## src/rtl/image_stats.sv

```systemverilog
// Per-channel frame statistics engine: accumulates min/max/sum and a pixel count
// between start and the last pixel, then publishes the results with a done pulse.
module image_stats #(
    parameter int unsigned NUM_CH = 3,
    parameter int unsigned CH_W   = 4,
    parameter int unsigned CNT_W  = 17,
    localparam int unsigned SUM_W = CH_W + CNT_W
) (
    input  logic                      clk,
    input  logic                      rst,
    input  logic                      start,
    input  logic                      pix_vld,
    input  logic                      pix_last,
    input  logic [NUM_CH*CH_W-1:0]    pixel_in,
    output logic                      busy,
    output logic                      done,
    output logic [NUM_CH*CH_W-1:0]    min_out,
    output logic [NUM_CH*CH_W-1:0]    max_out,
    output logic [NUM_CH*SUM_W-1:0]   sum_out,
    output logic [CNT_W-1:0]          count_out,
    output logic                      ovf
);

    localparam int unsigned PIX_W  = NUM_CH * CH_W;
    localparam int unsigned SUMS_W = NUM_CH * SUM_W;

    typedef enum logic {IDLE, ACCUM} state_e;

    state_e state_q, state_d;

    logic [PIX_W-1:0]  run_min_q, run_min_d;
    logic [PIX_W-1:0]  run_max_q, run_max_d;
    logic [SUMS_W-1:0] run_sum_q, run_sum_d;
    logic [CNT_W-1:0]  run_cnt_q, run_cnt_d;
    logic              run_ovf_q, run_ovf_d;

    logic [PIX_W-1:0]  min_q, min_d;
    logic [PIX_W-1:0]  max_q, max_d;
    logic [SUMS_W-1:0] sum_q, sum_d;
    logic [CNT_W-1:0]  cnt_q, cnt_d;
    logic              ovf_q, ovf_d;
    logic              done_q, done_d;

    logic accept_c;
    logic cnt_sat_c;

    assign accept_c  = (state_q == ACCUM) && pix_vld;
    assign cnt_sat_c = &run_cnt_q;

    // State register
    always_ff @(posedge clk or posedge rst) begin
        if (rst) begin
            state_q <= IDLE;
        end else begin
            state_q <= state_d;
        end
    end

    // Next-state logic; start always (re)enters ACCUM and outranks a final pixel
    always_comb begin
        state_d = state_q;
        case (state_q)
            IDLE:    if (start) state_d = ACCUM;
            ACCUM:   if (!start && pix_vld && pix_last) state_d = IDLE;
            default: state_d = IDLE;
        endcase
    end

    // Output decode
    always_comb begin
        busy      = (state_q == ACCUM);
        done      = done_q;
        min_out   = min_q;
        max_out   = max_q;
        sum_out   = sum_q;
        count_out = cnt_q;
        ovf       = ovf_q;
    end

    // Running accumulation and frame-end publish
    always_comb begin
        run_min_d = run_min_q;
        run_max_d = run_max_q;
        run_sum_d = run_sum_q;
        run_cnt_d = run_cnt_q;
        run_ovf_d = run_ovf_q;
        min_d     = min_q;
        max_d     = max_q;
        sum_d     = sum_q;
        cnt_d     = cnt_q;
        ovf_d     = ovf_q;
        done_d    = 1'b0;

        if (start) begin
            run_min_d = '1;
            run_max_d = '0;
            run_sum_d = '0;
            run_cnt_d = '0;
            run_ovf_d = 1'b0;
        end else if (accept_c) begin
            for (int c = 0; c < int'(NUM_CH); c++) begin
                if (pixel_in[c*CH_W +: CH_W] < run_min_q[c*CH_W +: CH_W])
                    run_min_d[c*CH_W +: CH_W] = pixel_in[c*CH_W +: CH_W];
                if (pixel_in[c*CH_W +: CH_W] > run_max_q[c*CH_W +: CH_W])
                    run_max_d[c*CH_W +: CH_W] = pixel_in[c*CH_W +: CH_W];
                if (!cnt_sat_c)
                    run_sum_d[c*SUM_W +: SUM_W] = run_sum_q[c*SUM_W +: SUM_W]
                                                + SUM_W'(pixel_in[c*CH_W +: CH_W]);
            end
            // Once the count saturates, sum and count freeze and the overflow flag sticks
            if (cnt_sat_c) run_ovf_d = 1'b1;
            else           run_cnt_d = run_cnt_q + CNT_W'(1);

            if (pix_last) begin
                min_d  = run_min_d;
                max_d  = run_max_d;
                sum_d  = run_sum_d;
                cnt_d  = run_cnt_d;
                ovf_d  = run_ovf_d;
                done_d = 1'b1;
            end
        end
    end

    // Datapath registers
    always_ff @(posedge clk or posedge rst) begin
        if (rst) begin
            run_min_q <= '1;
            run_max_q <= '0;
            run_sum_q <= '0;
            run_cnt_q <= '0;
            run_ovf_q <= 1'b0;
            min_q     <= '1;
            max_q     <= '0;
            sum_q     <= '0;
            cnt_q     <= '0;
            ovf_q     <= 1'b0;
            done_q    <= 1'b0;
        end else begin
            run_min_q <= run_min_d;
            run_max_q <= run_max_d;
            run_sum_q <= run_sum_d;
            run_cnt_q <= run_cnt_d;
            run_ovf_q <= run_ovf_d;
            min_q     <= min_d;
            max_q     <= max_d;
            sum_q     <= sum_d;
            cnt_q     <= cnt_d;
            ovf_q     <= ovf_d;
            done_q    <= done_d;
        end
    end

endmodule

```

## config.mk

```make
export PLATFORM = sky130hd
export DESIGN_NAME = image_stats
export DESIGN_NICKNAME = d
export VERILOG_FILES = /design/src/rtl/image_stats.sv
export SDC_FILE = /design/constraint.sdc
export NUM_CORES = 1
export LEC_CHECK = 0
export ABC_CLOCK_PERIOD_IN_PS = 5400
export BUFFER_PORTS_ARGS = -buffer_cell sky130_fd_sc_hd__buf_4
export CORE_MARGIN = 2
export CORE_UTILIZATION = 35
export CTS_CLUSTER_SIZE = 8
export DETAILED_ROUTE_END_ITERATION = 16
export GPL_TIMING_DRIVEN = 0
export PLACE_DENSITY_LB_ADDON = 0.08
export SETUP_SLACK_MARGIN = 0.1
export SKIP_LAST_GASP = 1
export SLEW_MARGIN = 20
export SYNTH_ARGS = -nofsm -noshare
export SYNTH_HDL_FRONTEND = slang
export SYNTH_SLANG_ARGS = --single-unit
```

## constraint.sdc

```tcl
create_clock -name clk -period 5.4 [get_ports clk]
set_input_delay 0 -clock clk [delete_from_list [all_inputs] [get_ports clk]]
set_output_delay 0 -clock clk [all_outputs]
set_load 0.05 [all_outputs]
```

==> results by group <==
Clocking
  – Total CTS buffers: 30
  – CTS tree: built
  – Clock Latency Late Sink: approximately 0.56 ns
  – Post-CTS Resized: 0
  – Post-CTS Setup Bufs: 0
  – Clock root buffer: clkbuf_16
  – CTS sink count: ~210
  – CTS clk-pin slew, worst paths: around 0.060 ns
  – Clock tree buffer depth: 3
  – CTS H-Tree Depth: 1
  – CTS Hold Bufs: 16

Global route
  – Number of global-route vias before repair: roughly 9.9k
  – First-pass GRT wire length: 58800 um
  – Total track usage: 22.5%
  – GRT Residual Overflow: 0
  – Pin count of the biggest net entering global routing: 33
  – Antenna violations before repair: 0

Status
  – Outcome: completed

Hold path
  – Hold depth: 3
  – Min-delay src: start
  – Hold Crit Class: primary input to register
  – Worst Hold End: run_sum_q[51]

Finish
  – Area of the multi-input gates: 5660 sq um
  – Util after Layout: 43.7%
  – P&R area growth vs syn: 23.4%
  – Fill count: between 3k and 4k
  – Sequential cell area: roughly 5300 sq um
  – Layout cells sized above 1: between 15 and 20%
  – Final layout net count: approximately 1.5k
  – Commonest non-fill, non-tap cell in the layout: dfrtp_1
  – Ant diodes: 0
  – Most frequent cells in the layout: 188 x dfrtp_1, 156 x nand2_1, 126 x buf_4, 124 x o21ai_0, 107 x nor2_1

Timing
  – Worst slew pin tran: just over 1 ns
  – Post-route setup TNS: 0 ns
  – RSZ-0062 raised after global routing: no
  – F_max: 0.323 GHz
  – Final Hold Vio Count: 0
  – Final Slew Violations: 0
  – Final setup violation count: 0
  – Worst clock skew: 0.0124 ns
  – Fin crit share: a little under three fifths
  – Slew HR: a little under a third
  – Fin crit period: 3.10 ns

Yosys
  – Post-synth design cell area: 11500 sq um
  – Post-synthesis average cell area: slightly above 9 sq um
  – Syn nets: 1305
  – Number of synthesized flops with an enable pin: 0
  – Flops & latches, synth: around 210
  – Mapped Cells: approximately 1.3k
  – Ys async rst share: 100%
  – Register area share after synthesis: 46.4%
  – Ys Warns: 0
  – Distinct cells, synth: 56
  – Synth Flop Type: dfrtp_1

Setup path
  – Worst r2r src: run_sum_q[0]
  – R2R depth: 9
  – Req. time, crit path: roughly 5.9 ns
  – CP Launch Type: register
  – Critical path class: register to register
  – Setup slack, reg-to-reg: between 2 and 2.5 ns
  – Worst Path Arrival: 3.56 ns
  – Critical-path maximum fanout: 10
  – Capturing point of the worst reg2reg path: run_sum_q[12]
  – CP Capture Type: register

Run
  – MaxCap Viol Count: 0

Floorplanning
  – Die footprint: around 34000 sq um
  – Die X: between 150 and 200 um
  – Core Footprint: about 32000 sq um
  – Die height: between 150 and 200 um
  – Io pins: around 120
  – Rows: 66
  – Initial core utilization: a little over a third

Route
  – Initial DRC count: about 700
  – Via/cell ratio: 5.36
  – Wirelength per Cell: between 20 and 25 um
  – # DRC: 0
  – Vias: 10.2k
  – Antenna viol nets, final: 0
  – Post-Route WL: roughly 38000 um
  – First-pass detailed-route iteration total: 4

Place
  – Hpwl dp: roughly 27000 um
  – IO Port Bufs: ~120
  – Placer Congestion: around 0.86

Power and ir drop
  – Lkg Pwr: between 5 and 6 nW
  – Pwr/cell area: roughly 340 nW/um^2
  – Peak supply drop: ~250 uV
==> state kept, by name, indices dropped and copies added (netlist names) <==
| signal | cells |
|---|---|
| run_sum_q | 63 |
| sum_out | 63 |
| count_out | 17 |
| run_cnt_q | 17 |
| max_out | 12 |
| min_out | 12 |
| run_max_q | 12 |
| run_min_q | 12 |
| busy | 1 |
| done | 1 |
| ovf | 1 |
| run_ovf_q | 1 |
==> worst max path at each step <==
stage | cells after the start | endpoint | start | slack (ns)
floorplan | 1 | busy | rst | 2.66
global placement | 2 | sum_out[17] | rst | 1.0
detailed placement | 9 | run_sum_q[12] | run_sum_q[0] | 2.28
CTS | 9 | run_sum_q[12] | run_sum_q[0] | 2.29
global route | 9 | run_sum_q[12] | run_sum_q[0] | 2.00
finish | 9 | run_sum_q[12] | run_sum_q[0] | 2.30
==> cell usage after synthesis (all sizes together) (6+ instances only) <==
cell type / n / area share [%]
o211ai: 39 / 2.7
xnor2: 21 / 1.6
nand3: 17 / 0.85
clkbuf: 35 / 1.1
o31ai: 15 / 0.98
a21oi: 81 / 3.6
or4: 16 / 1.0
o221ai: 6 / 0.46
o2111ai: 19 / 1.6
inv: 38 / 1.2
nand2: 157 / 5.2
nor2: 107 / 3.5
mux2i: 22 / 1.9
o21a: 7 / 0.46
nand4: 18 / 1.3
and3: 13 / 0.71
or3: 52 / 2.8
a211oi: 11 / 0.72
ha: 34 / 3.7
o21ai: 131 / 5.7
dfrtp: 188 / 41
xor2: 47 / 3.6
dfstp: 24 / 5.5
a31oi: 45 / 2.4
nor3: 14 / 0.61
buf: 46 / 2.0
nor4: 6 / 0.59
==> power by group <==
group | internal [mW] | total [mW] | switching (mW)
clock network | 1.08 | 1.81 | 0.730
logic | 0.343 | 1.14 | 0.800
registers | 1.76 | 1.86 | 0.106
==> worst max-delay path, stage by stage (launching register included) <==
cell	delay (ns)
dfrtp_1	0.36
ha_1	0.20
inv_1	0.06
fa_1	0.39
nand2b_1	0.16
a21oi_1	0.73
nand2_1	0.32
buf_2	0.28
or3_1	0.35
a21oi_1	0.15
==> final cells by class <==
cell class,count,area share [%]
flip-flops and latches,212,37.6
well taps,442,3.90
inverters,38,1.03
multi-input cells,920,39.9
plain buffers,81,2.56
clock buffers,56,6.20
repair buffers,146,8.82
==> routing by layer <==
layer | part of all wire [%] | track usage (%) | vias up
li1 | - | - | 4884
met1 | 47 | 31.4 | 4972
met2 | 46 | 36.1 | 239
met3 | 4.5 | 3.01 | 67
met4 | 2.7 | 6.86 | 0
met5 | 0 | 0 | -
==> cells by family after synthesis <==
logic type               after synthesis  share of synthesized area (%)
AO/OA/AOI/OAI                        369                           19.7
XOR/XNOR                              68                           5.18
adder cells (fa/ha/maj)               37                           4.22
buffers and inverters                119                           4.40
flip-flops                           212                           46.4
multiplexers                          25                           2.21
AND/OR/NAND/NOR                      421                           17.9
==> stage by stage <==
| stage | setup slack [ns] | hold slack [ns] | std cells | total power [mW] | cell area, sq um |
|---|---|---|---|---|---|
| 2_1_floorplan | 2.66 | 0.137 | 1251 | 2.63 | 11500 |
| 3_3_place_gp | 0.999 | 0.281 | 1815 | 3.00 | 13000 |
| 3_5_place_dp | 2.28 | 0.00750 | 1823 | 3.03 | 13100 |
| 4_1_cts | 2.29 | 0.0391 | 1895 | 4.86 | 14200 |
| 5_1_grt | 2.00 | 0.0427 | 1895 | 5.02 | 14200 |
| 6_report | 2.30 | 0.0473 | 1895 | 4.81 | 14200 |
No activity file was read; power rests on OpenSTA's default activity.
